==> config.mk <==
export PLATFORM = sky130hd
export DESIGN_NAME = mantissa_divsqrt
export DESIGN_NICKNAME = d
export VERILOG_FILES = /design/src/rtl/mantissa_divsqrt.sv
export SDC_FILE = /design/constraint.sdc
export NUM_CORES = 1
export LEC_CHECK = 0
export CORE_MARGIN = 2
export CORE_UTILIZATION = 42
export DETAILED_ROUTE_END_ITERATION = 8
export PLACE_DENSITY = 0.71
export SLEW_MARGIN = 20
export SYNTH_ARGS = -nofsm -noshare
export SYNTH_HDL_FRONTEND = slang
export SYNTH_SLANG_ARGS = --single-unit
==> constraint.sdc <==
create_clock -name clk -period 3.9 [get_ports clk]
set_input_delay 0.39 -clock clk [delete_from_list [all_inputs] [get_ports clk]]
set_output_delay 0.39 -clock clk [all_outputs]
set_load 0.1 [all_outputs]
==> src/rtl/mantissa_divsqrt.sv <==
// Iterative mantissa divider / square-root unit: restoring radix-2 recurrences,
// one result bit per cycle, followed by a single normalise-and-round cycle.
//
// state   | meaning
// --------+-----------------------------------------------------------
// S_IDLE  | waiting for start; done pulses here after a completed op
// S_ITER  | one quotient/root bit per cycle until counter hits zero
// S_ROUND | normalise, round, and register results
module mantissa_divsqrt #(
  parameter int WIDTH  = 23,
  parameter int GUARDS = 3,
  parameter int QW     = WIDTH + GUARDS + 2
) (
  input  logic             clk,
  input  logic             reset,
  input  logic             start,
  input  logic             op,
  input  logic             shift,
  input  logic             sign,
  input  logic [1:0]       round_mode,
  input  logic [WIDTH-1:0] m1,
  input  logic [WIDTH-1:0] m2,
  output logic             busy,
  output logic             done,
  output logic [WIDTH-1:0] m3,
  output logic             decrement_exponent,
  output logic             increment_exponent,
  output logic             inexact
);

  localparam int RW = QW + 2;        // partial remainder width
  localparam int SW = 2 * QW - 2;    // radicand width (two bits consumed per root bit)
  localparam int CW = $clog2(QW);

  typedef enum logic [1:0] {
    S_IDLE  = 2'd0,
    S_ITER  = 2'd1,
    S_ROUND = 2'd2
  } state_t;

  state_t state, state_next;

  logic [CW-1:0]  cnt;
  logic           op_q;
  logic           sign_q;
  logic [1:0]     mode_q;
  logic [WIDTH:0] div_q;
  logic [RW-1:0]  rem_q;
  logic [SW-1:0]  rad_q;
  logic [QW-1:0]  q_q;

  logic           accept;
  logic           last_iter;

  assign accept    = (state == S_IDLE) && start;
  assign last_iter = (cnt == '0);

  // ---------------------------------------------------------------- FSM
  always_ff @(posedge clk or posedge reset) begin
    if (reset) state <= S_IDLE;
    else       state <= state_next;
  end

  always_comb begin
    state_next = state;
    case (state)
      S_IDLE:  if (start)     state_next = S_ITER;
      S_ITER:  if (last_iter) state_next = S_ROUND;
      S_ROUND:                state_next = S_IDLE;
      default:                state_next = S_IDLE;
    endcase
  end

  always_comb begin
    busy = (state != S_IDLE);
  end

  // ---------------------------------------------------------------- recurrence step
  logic [RW-1:0] div_ext;
  logic          div_ge;
  logic [RW-1:0] sq_rem_sh;
  logic [RW-1:0] sq_trial;
  logic          sq_ge;
  logic          bit_next;
  logic [RW-1:0] rem_next;

  always_comb begin
    div_ext   = {{(RW-WIDTH-1){1'b0}}, div_q};
    div_ge    = (rem_q >= div_ext);
    // root step: bring down the next radicand bit pair, trial subtract 4*root+1
    sq_rem_sh = {rem_q[RW-3:0], rad_q[SW-1 -: 2]};
    sq_trial  = {q_q, 2'b01};
    sq_ge     = (sq_rem_sh >= sq_trial);
    bit_next  = 1'b0;
    rem_next  = '0;
    if (op_q) begin
      bit_next = sq_ge;
      rem_next = sq_ge ? (sq_rem_sh - sq_trial) : sq_rem_sh;
    end else begin
      bit_next = div_ge;
      rem_next = (div_ge ? (rem_q - div_ext) : rem_q) << 1;
    end
  end

  // ---------------------------------------------------------------- normalise and round
  logic [QW-2:0]  norm;
  logic           hi_drop;
  logic           dec_next;
  logic [WIDTH:0] sig;
  logic           guard_bit;
  logic           sticky;
  logic           inx_next;
  logic           round_up;
  logic [WIDTH:0] frac_sum;
  logic           carry;
  logic [WIDTH-1:0] m3_next;

  always_comb begin
    norm     = q_q[QW-2:0];
    hi_drop  = 1'b0;
    dec_next = 1'b0;
    if (!op_q && q_q[QW-1]) begin
      norm    = q_q[QW-1:1];
      hi_drop = q_q[0];
    end else if (!op_q) begin
      dec_next = 1'b1;
    end

    sig       = norm[QW-2:GUARDS];
    guard_bit = norm[GUARDS-1];
    sticky    = (|norm[GUARDS-2:0]) | hi_drop | (rem_q != '0);
    inx_next  = guard_bit | sticky;

    case (mode_q)
      2'b00:   round_up = guard_bit & (sticky | sig[0]);
      2'b01:   round_up = 1'b0;
      2'b10:   round_up = ~sign_q & inx_next;
      default: round_up =  sign_q & inx_next;
    endcase

    // the hidden bit is always set, so a carry into it means 10.000...
    frac_sum = {1'b0, sig[WIDTH-1:0]} + {{WIDTH{1'b0}}, round_up};
    carry    = frac_sum[WIDTH] & sig[WIDTH];
    m3_next  = carry ? '0 : frac_sum[WIDTH-1:0];
  end

  // ---------------------------------------------------------------- datapath registers
  always_ff @(posedge clk or posedge reset) begin
    if (reset) begin
      cnt                <= '0;
      op_q               <= 1'b0;
      sign_q             <= 1'b0;
      mode_q             <= 2'b00;
      div_q              <= '0;
      rem_q              <= '0;
      rad_q              <= '0;
      q_q                <= '0;
      done               <= 1'b0;
      m3                 <= '0;
      decrement_exponent <= 1'b0;
      increment_exponent <= 1'b0;
      inexact            <= 1'b0;
    end else begin
      done <= (state == S_ROUND);
      if (accept) begin
        op_q   <= op;
        sign_q <= sign;
        mode_q <= round_mode;
        div_q  <= {1'b1, m2};
        q_q    <= '0;
        cnt    <= op ? CW'(QW - 2) : CW'(QW - 1);
        rem_q  <= op ? '0 : {{(RW-WIDTH-1){1'b0}}, 1'b1, m1};
        // odd exponent: radicand doubled, i.e. positioned one bit higher
        rad_q  <= shift ? {1'b1, m1, {(SW-WIDTH-1){1'b0}}}
                        : {1'b0, 1'b1, m1, {(SW-WIDTH-2){1'b0}}};
      end else if (state == S_ITER) begin
        q_q   <= {q_q[QW-2:0], bit_next};
        rem_q <= rem_next;
        rad_q <= rad_q << 2;
        cnt   <= cnt - CW'(1);
      end else if (state == S_ROUND) begin
        m3                 <= m3_next;
        decrement_exponent <= dec_next;
        increment_exponent <= carry;
        inexact            <= inx_next;
      end
    end
  end

endmodule
=== Word level (Yosys, flattened, before mapping) ===
Index checks and enable logic that the tools add are counted.

* $add $sub $neg: 4
* Multipliers: 0
* Divide/modulo/power cells: 0
* $lt $le $gt $ge: 2
* Equal/unequal tests: 6
* Shift-type cells: 0
* Mux-type cells: 24
* Bitwise gates (word level): 11
* Reductions and logical operators: 12

{| class="wikitable"
|+ Operators with widths
! kind !! number
|-
| $mux W54 || 3
|-
| $mux W30 || 4
|-
| $mux W28 || 2
|-
| $ge A30 B24 Y1 || 1
|-
| $ge A30 B30 Y1 || 1
|-
| $reduce_bool A30 Y1 || 1
|-
| $sub A30 B30 Y30 || 1
|-
| $mux W29 || 1
|-
| $sub A29 B24 Y29 || 1
|-
| $mux W27 || 1
|-
| $add A23 B1 Y24 || 1
|-
| $mux W24 || 1
|-
| $mux W23 || 1
|-
| $mux W5 || 2
|-
| $logic_not A5 Y1 || 1
|-
| $mux W1 || 5
|-
| $sub A5 B1 Y5 const B || 1
|-
| $and A1 B1 Y1 || 4
|-
| $eq A2 B1 Y1 const B || 2
|-
| $eq A2 B2 Y1 const B || 2
|-
| $logic_not A2 Y1 || 2
|-
| $mux W2 || 2
|-
| $ne A2 B2 Y1 const B || 2
|-
| $or A1 B1 Y1 || 4
|-
| other kinds (9) || 13
|}

* Register bits after elaboration: 174
* Bits in latches: 0
* RAM bits: 0
* Memory bits (read-only): 0
* Input port bits: 54
* Output and inout bits: 28
* Word-level logic and storage cells: 73
* Memories: 0

=== Depth between registers and ports, before layout ===
* Depth in word-level cells: 12
* Mapped depth: 18

=== Worst setup path before layout ===
Ideal clock, no wire load.

* Path kind: reg2reg
* Start: register q_q[27]
* End: register m3[18]
* Setup time: 132 ps
* Arrival: 4016 ps
* Data required time: 3768 ps
* Path slack: -249 ps
* Stages on the path, launching flop included: 19
* Clock period less this slack: 4149 ps
* Cell sequence: dfrtp_1 nor2b_1 buf_2 clkbuf_1 clkbuf_1 a21oi_1 a31oi_1 nor2_1 nor3_1 ha_1 ha_1 nand3_1 a2111oi_4 nand4b_1 a211o_1 nor2_1 nor2_1 a2111oi_0 o41ai_1

* Longest elaborated chain between the ends: 11
* Elaborated cells between the ends (all ways): 15

{| class="wikitable"
|+ Ends and longest elaborated chain
! element !! RTL line !! RTL
|-
| start: declaration || 50 || <nowiki>logic [QW-1:0] q_q;</nowiki>
|-
| start signal: assignment || 177 || <nowiki>q_q <= {q_q[QW-2:0], bit_next};</nowiki>
|-
| $logic_and A1 B1 Y1 || 122 || <nowiki>if (!op_q && q_q[QW-1]) begin</nowiki>
|-
| $mux W27 || 122 ||
|-
| $reduce_or A2 Y1 || 131 || <nowiki>sticky = (|norm[GUARDS-2:0]) | hi_drop | (rem_q != '0);</nowiki>
|-
| $or A1 B1 Y1 (2 in a row) || 131 ||
|-
| $or A1 B1 Y1 (on tied branches) || 132, 135 ||
|-
| $and A1 B1 Y1 (on tied branches) || 138, 135, 137 ||
|-
| $pmux W1 S3 || 134 || <nowiki>case (mode_q)</nowiki>
|-
| $add A23 B1 Y24 || 142 || <nowiki>frac_sum = {1'b0, sig[WIDTH-1:0]} + {{WIDTH{1'b0}}, round_up};</nowiki>
|-
| $and A1 B1 Y1 || 143 || <nowiki>carry = frac_sum[WIDTH] & sig[WIDTH];</nowiki>
|-
| $mux W23 * || 144 || <nowiki>m3_next = carry ? '0 : frac_sum[WIDTH-1:0];</nowiki>
|-
| end signal: assignment || 182 || <nowiki>m3 <= m3_next;</nowiki>
|-
| end: declaration || 25 || <nowiki>output logic [WIDTH-1:0] m3,</nowiki>
|}

Every way passes the cells marked *; elsewhere a longest branch is shown, timed or not.
A chain may end at the register's enable or synchronous reset.

=== Final worst setup path ===
* Start: register op_q
* End: register m3[18]

* Longest elaborated chain between the ends: 12
* Elaborated cells between the ends (all ways): 16

{| class="wikitable"
|+ Ends and longest elaborated chain
! element !! RTL line !! RTL
|-
| start: declaration || 44 || <nowiki>logic op_q;</nowiki>
|-
| start signal: assignment || 166 || <nowiki>op_q <= op;</nowiki>
|-
| $logic_not A1 Y1 * || -- ||
|-
| $logic_and A1 B1 Y1 * || 122 ||
|-
| $mux W27 || 122 ||
|-
| $reduce_or A2 Y1 || 131 ||
|-
| $or A1 B1 Y1 (2 in a row) || 131 ||
|-
| $or A1 B1 Y1 (on tied branches) || 132, 135 ||
|-
| $and A1 B1 Y1 (on tied branches) || 138, 135, 137 ||
|-
| $pmux W1 S3 || 134 ||
|-
| $add A23 B1 Y24 || 142 ||
|-
| $and A1 B1 Y1 || 143 ||
|-
| $mux W23 * || 144 ||
|}

Marked as above.

==> results.md <==
* Most frequent cells after synthesis: sky130_fd_sc_hd__nand2_1 (197), sky130_fd_sc_hd__dfrtp_1 (145), sky130_fd_sc_hd__o21ai_0 (120)
* Hold Violations, Final at 0
* Crit end category: flop
* Violation count after the first detailed-routing iteration at 850
* Sequential element share of the synthesized area at ~33%
* Maximum level of the CTS H-tree at 4
* Largest fanout on the critical path at 6
* Total overflow reported by the global router at 0
* Final weighted congestion of routability-driven global placement at slightly above 0.9
* Filler cells at 2446
* Top cell type's share of synthesized area at 33.1%
* TritonCTS buffer count at 17
* Fraction of the cycle the final worst path needs at 93.7%
* Reg area at 3630 µm²
* Mean cell area of the mapped netlist at 8.11 µm²
* Vias per inst at 5.85
* TritonCTS clock tree: done
* Share of final-layout standard cells stronger than drive strength 1 at 8.90%
* Largest net degree at the start of global routing at 146
* Global-route wire length before repair at between 50 and 60 mm
* Unrepaired setup endpoints after global routing: false
* Actual slew at the worst max-slew pin at 0.991 ns
* Most common cell type on the critical path: sky130_fd_sc_hd__nor2_1
* Ordered list of cells on the worst path: nand2b_1 -> o2111ai_1 -> nor3_2 -> a31oi_1 -> nor2_1 -> nor3_2 -> ha_2 -> ha_4 -> nand3_2 -> a2111oi_4 -> nand4b_1 -> a211o_1 -> nor2_1 -> nor2_1 -> a2111oi_2 -> o41ai_1
* Critical path required time at 4.18 ns
* Count of max-cap constraint violations at 0
* Final ANT Viol Nets at 0
* Total core area at 25800 µm²
* Worst slack on hold paths at about 0.45 ns
* Standard-cell rows at 59
* Number of sinks driven by the clock tree at about 150
* Longest Clk Path Bufs at 2
* Maximum achievable frequency at about 270 MHz
* Number of enable flip-flop cells after synthesis at 0
* Kind of path behind the tightest hold check: flop to flop
* Routed via count at 10371
* Final routed DRC violation total at 0
* Overall die height at 166 µm
* Diode insertion count for antenna repair at 0
* Cell area after synthesis at 11000 µm²
* Area added between synthesis and finish at 18.0%
* Gate count after technology mapping at 1352
* Number of primary I/O pins at 82
* Cell types occupying the most area after synthesis: sky130_fd_sc_hd__dfrtp_1 (33%), sky130_fd_sc_hd__nand2_1 (6.7%), sky130_fd_sc_hd__ha_1 (6.7%)
* Most used standard cell by instance count after synthesis: sky130_fd_sc_hd__nand2_1
* Clock latency reported for the late side of the worst-skew pair at 0.44 ns
* Detail Placement HPWL at between 20 and 25 mm
* #FFs+latches synth at 145
* Worst path max stage delay at 0.41 ns
* Wirelength per Cell at 17.9 µm
* Arrival time at the worst endpoint at between 3 and 4 ns
* Final critical delay including setup and external delays at about 3.7 ns
* FFs w/ async S/R, synth at 100%
* Total Die Area at 27400 µm²
* Max-slew headroom at the worst pin at 33.7%
* Max Transition Viols Final at 0
* Fin nets at 1539
* Final count of negative-setup-slack endpoints at 0
* Multi-input combinational cell area at approximately 6800 µm²
* Layout Skew at 0.0146 ns
* Hold-fix buffers, CTS at 0
* Clock-pin slew reported for the worst setup and hold paths after clock tree synthesis at 0.07 ns
* Post-synth net total at 1466
* Vias in the first global route at just under 10000
* Leading register cell type out of synthesis: sky130_fd_sc_hd__dfrtp_1
* Global-route total usage across every layer at 23.4%
* Clock root buffer master: sky130_fd_sc_hd__clkbuf_16
* Category of the worst setup path launch point: flop
* Detailed-routing iteration count for the pre-antenna-repair pass at 6
* Die outline width at about 170 µm
* Library cell occupying the most area in the post-synthesis netlist: sky130_fd_sc_hd__dfrtp_1
* Sum of routed wire length over all layers at roughly 32 mm
* Number of different library cells in the post-synthesis netlist at 89
* Result of the run: complete, no violations
* Antenna violations before repair at 0
* Number of input and output port buffers inserted at 81
* Number of warnings issued by yosys at 0
* Slowest stage cell on the critical path: sky130_fd_sc_hd__dfrtp_1
* Initial core utilization at 42.4%
* Type of the setup path with the least slack: flop to flop
-- final timing paths --
check | startpoint | depth (start not counted) | end | slack [ns]
max | op_q$_DFFE_PP0P_ | 16 | m3[18]$_DFFE_PP0P_ | 0.25
min in group asynchronous | reset | 3 | m3[20]$_DFFE_PP0P_ | 0.53
max in group asynchronous | reset | 3 | m3[12]$_DFFE_PP0P_ | 2.78
min | div_q[23]$_DFFE_PP0P_ | 2 | div_q[23]$_DFFE_PP0P_ | 0.45
max reg2reg | op_q$_DFFE_PP0P_ | 16 | m3[18]$_DFFE_PP0P_ | 0.25
min reg2reg | div_q[23]$_DFFE_PP0P_ | 2 | div_q[23]$_DFFE_PP0P_ | 0.45
-- kinds of logic after synthesis --
group / count (synthesis) / share of synthesized area (%)
compound gates: 457 / 27.8
xor+xnor: 57 / 4.55
fa+ha+maj: 60 / 6.92
buf+inv: 153 / 5.66
flops: 145 / 33.1
mux: 26 / 2.44
simple gates: 454 / 19.5
-- stage by stage --
stage	TNS [ns]	worst slack, ns	cell area (µm²)	util, %	instances
3_3_place_gp	0	0.0230	12300	47.5	1737
4_1_cts	0	0.0497	12900	49.9	1771
3_5_place_dp	-0.0851	-0.0851	12300	47.5	1737
5_1_grt	0	0.0166	12900	50.1	1773
2_1_floorplan	0	0.0238	11000	-	1352
6_report	0	0.246	12900	50.1	1773
-- timing repair --
item / in CTS / in global routing
endpoints found under the setup margin: 1 / 4
resized for setup: 1 / 6
pin swaps: 2 / 4
setup buffers: 2 / 2
-- routing by layer --
metal | part of all wire [%] | vias up | global-route usage (%) | wire [µm]
li1 | - | 5061 | - | -
met1 | 47 | 4874 | 33.5 | 15000
met2 | 44 | 388 | 36.1 | 13900
met3 | 6.4 | 48 | 3.85 | 2040
met4 | 2.5 | 0 | 7.25 | 801
met5 | 0 | - | 0 | 0
-- worst max-delay path: cells and delay by family (launching register included) --
family / cells / cell delay, ns
adder cells (fa/ha/maj): 2 / 0.44
AO/OA/AOI/OAI: 6 / 1.54
AND/OR/NAND/NOR: 8 / 1.12
flip-flops: 1 / 0.41
-- sequential cells by signal, indices dropped and copies added, names as in the netlist --
name and count:
cnt 5, q_q 28, inexact 1, m3 23, div_q 24, decrement_exponent 1, op_q 1, sign_q 1
mode_q 2, increment_exponent 1, rad_q 25, state 2, done 1, rem_q 30
-- layout by cell type, fill, tap and decap left out, drive strengths merged, types with 11 or more instances in the layout --
cell type      instances
dfrtp                145
clkdlybuf4s50         81
and2                  12
mux2i                 20
nand3                 50
nand4                 15
xnor2                 31
nand2                198
a22o                  11
a211oi                46
o21a                  15
nor2b                 28
o21ai                121
nand2b                13
a21oi                 96
inv                   78
a21o                  25
nor3                  20
ha                    59
a31oi                 42
clkbuf                17
buf                   54
nor2                  70
xor2                  26
-- cell type report --
cell class,instances,share of cell area [%]
sequential,145,28.1
timing repair buffer,135,9.60
inverter,72,2.12
clock buffer,17,3.29
clock inverter,15,1.28
multi-input combinational,1054,52.4
tap,335,3.24
Power is not shown: default switching activity piles up to over one toggle a cycle in this logic, so the estimate is an artifact.
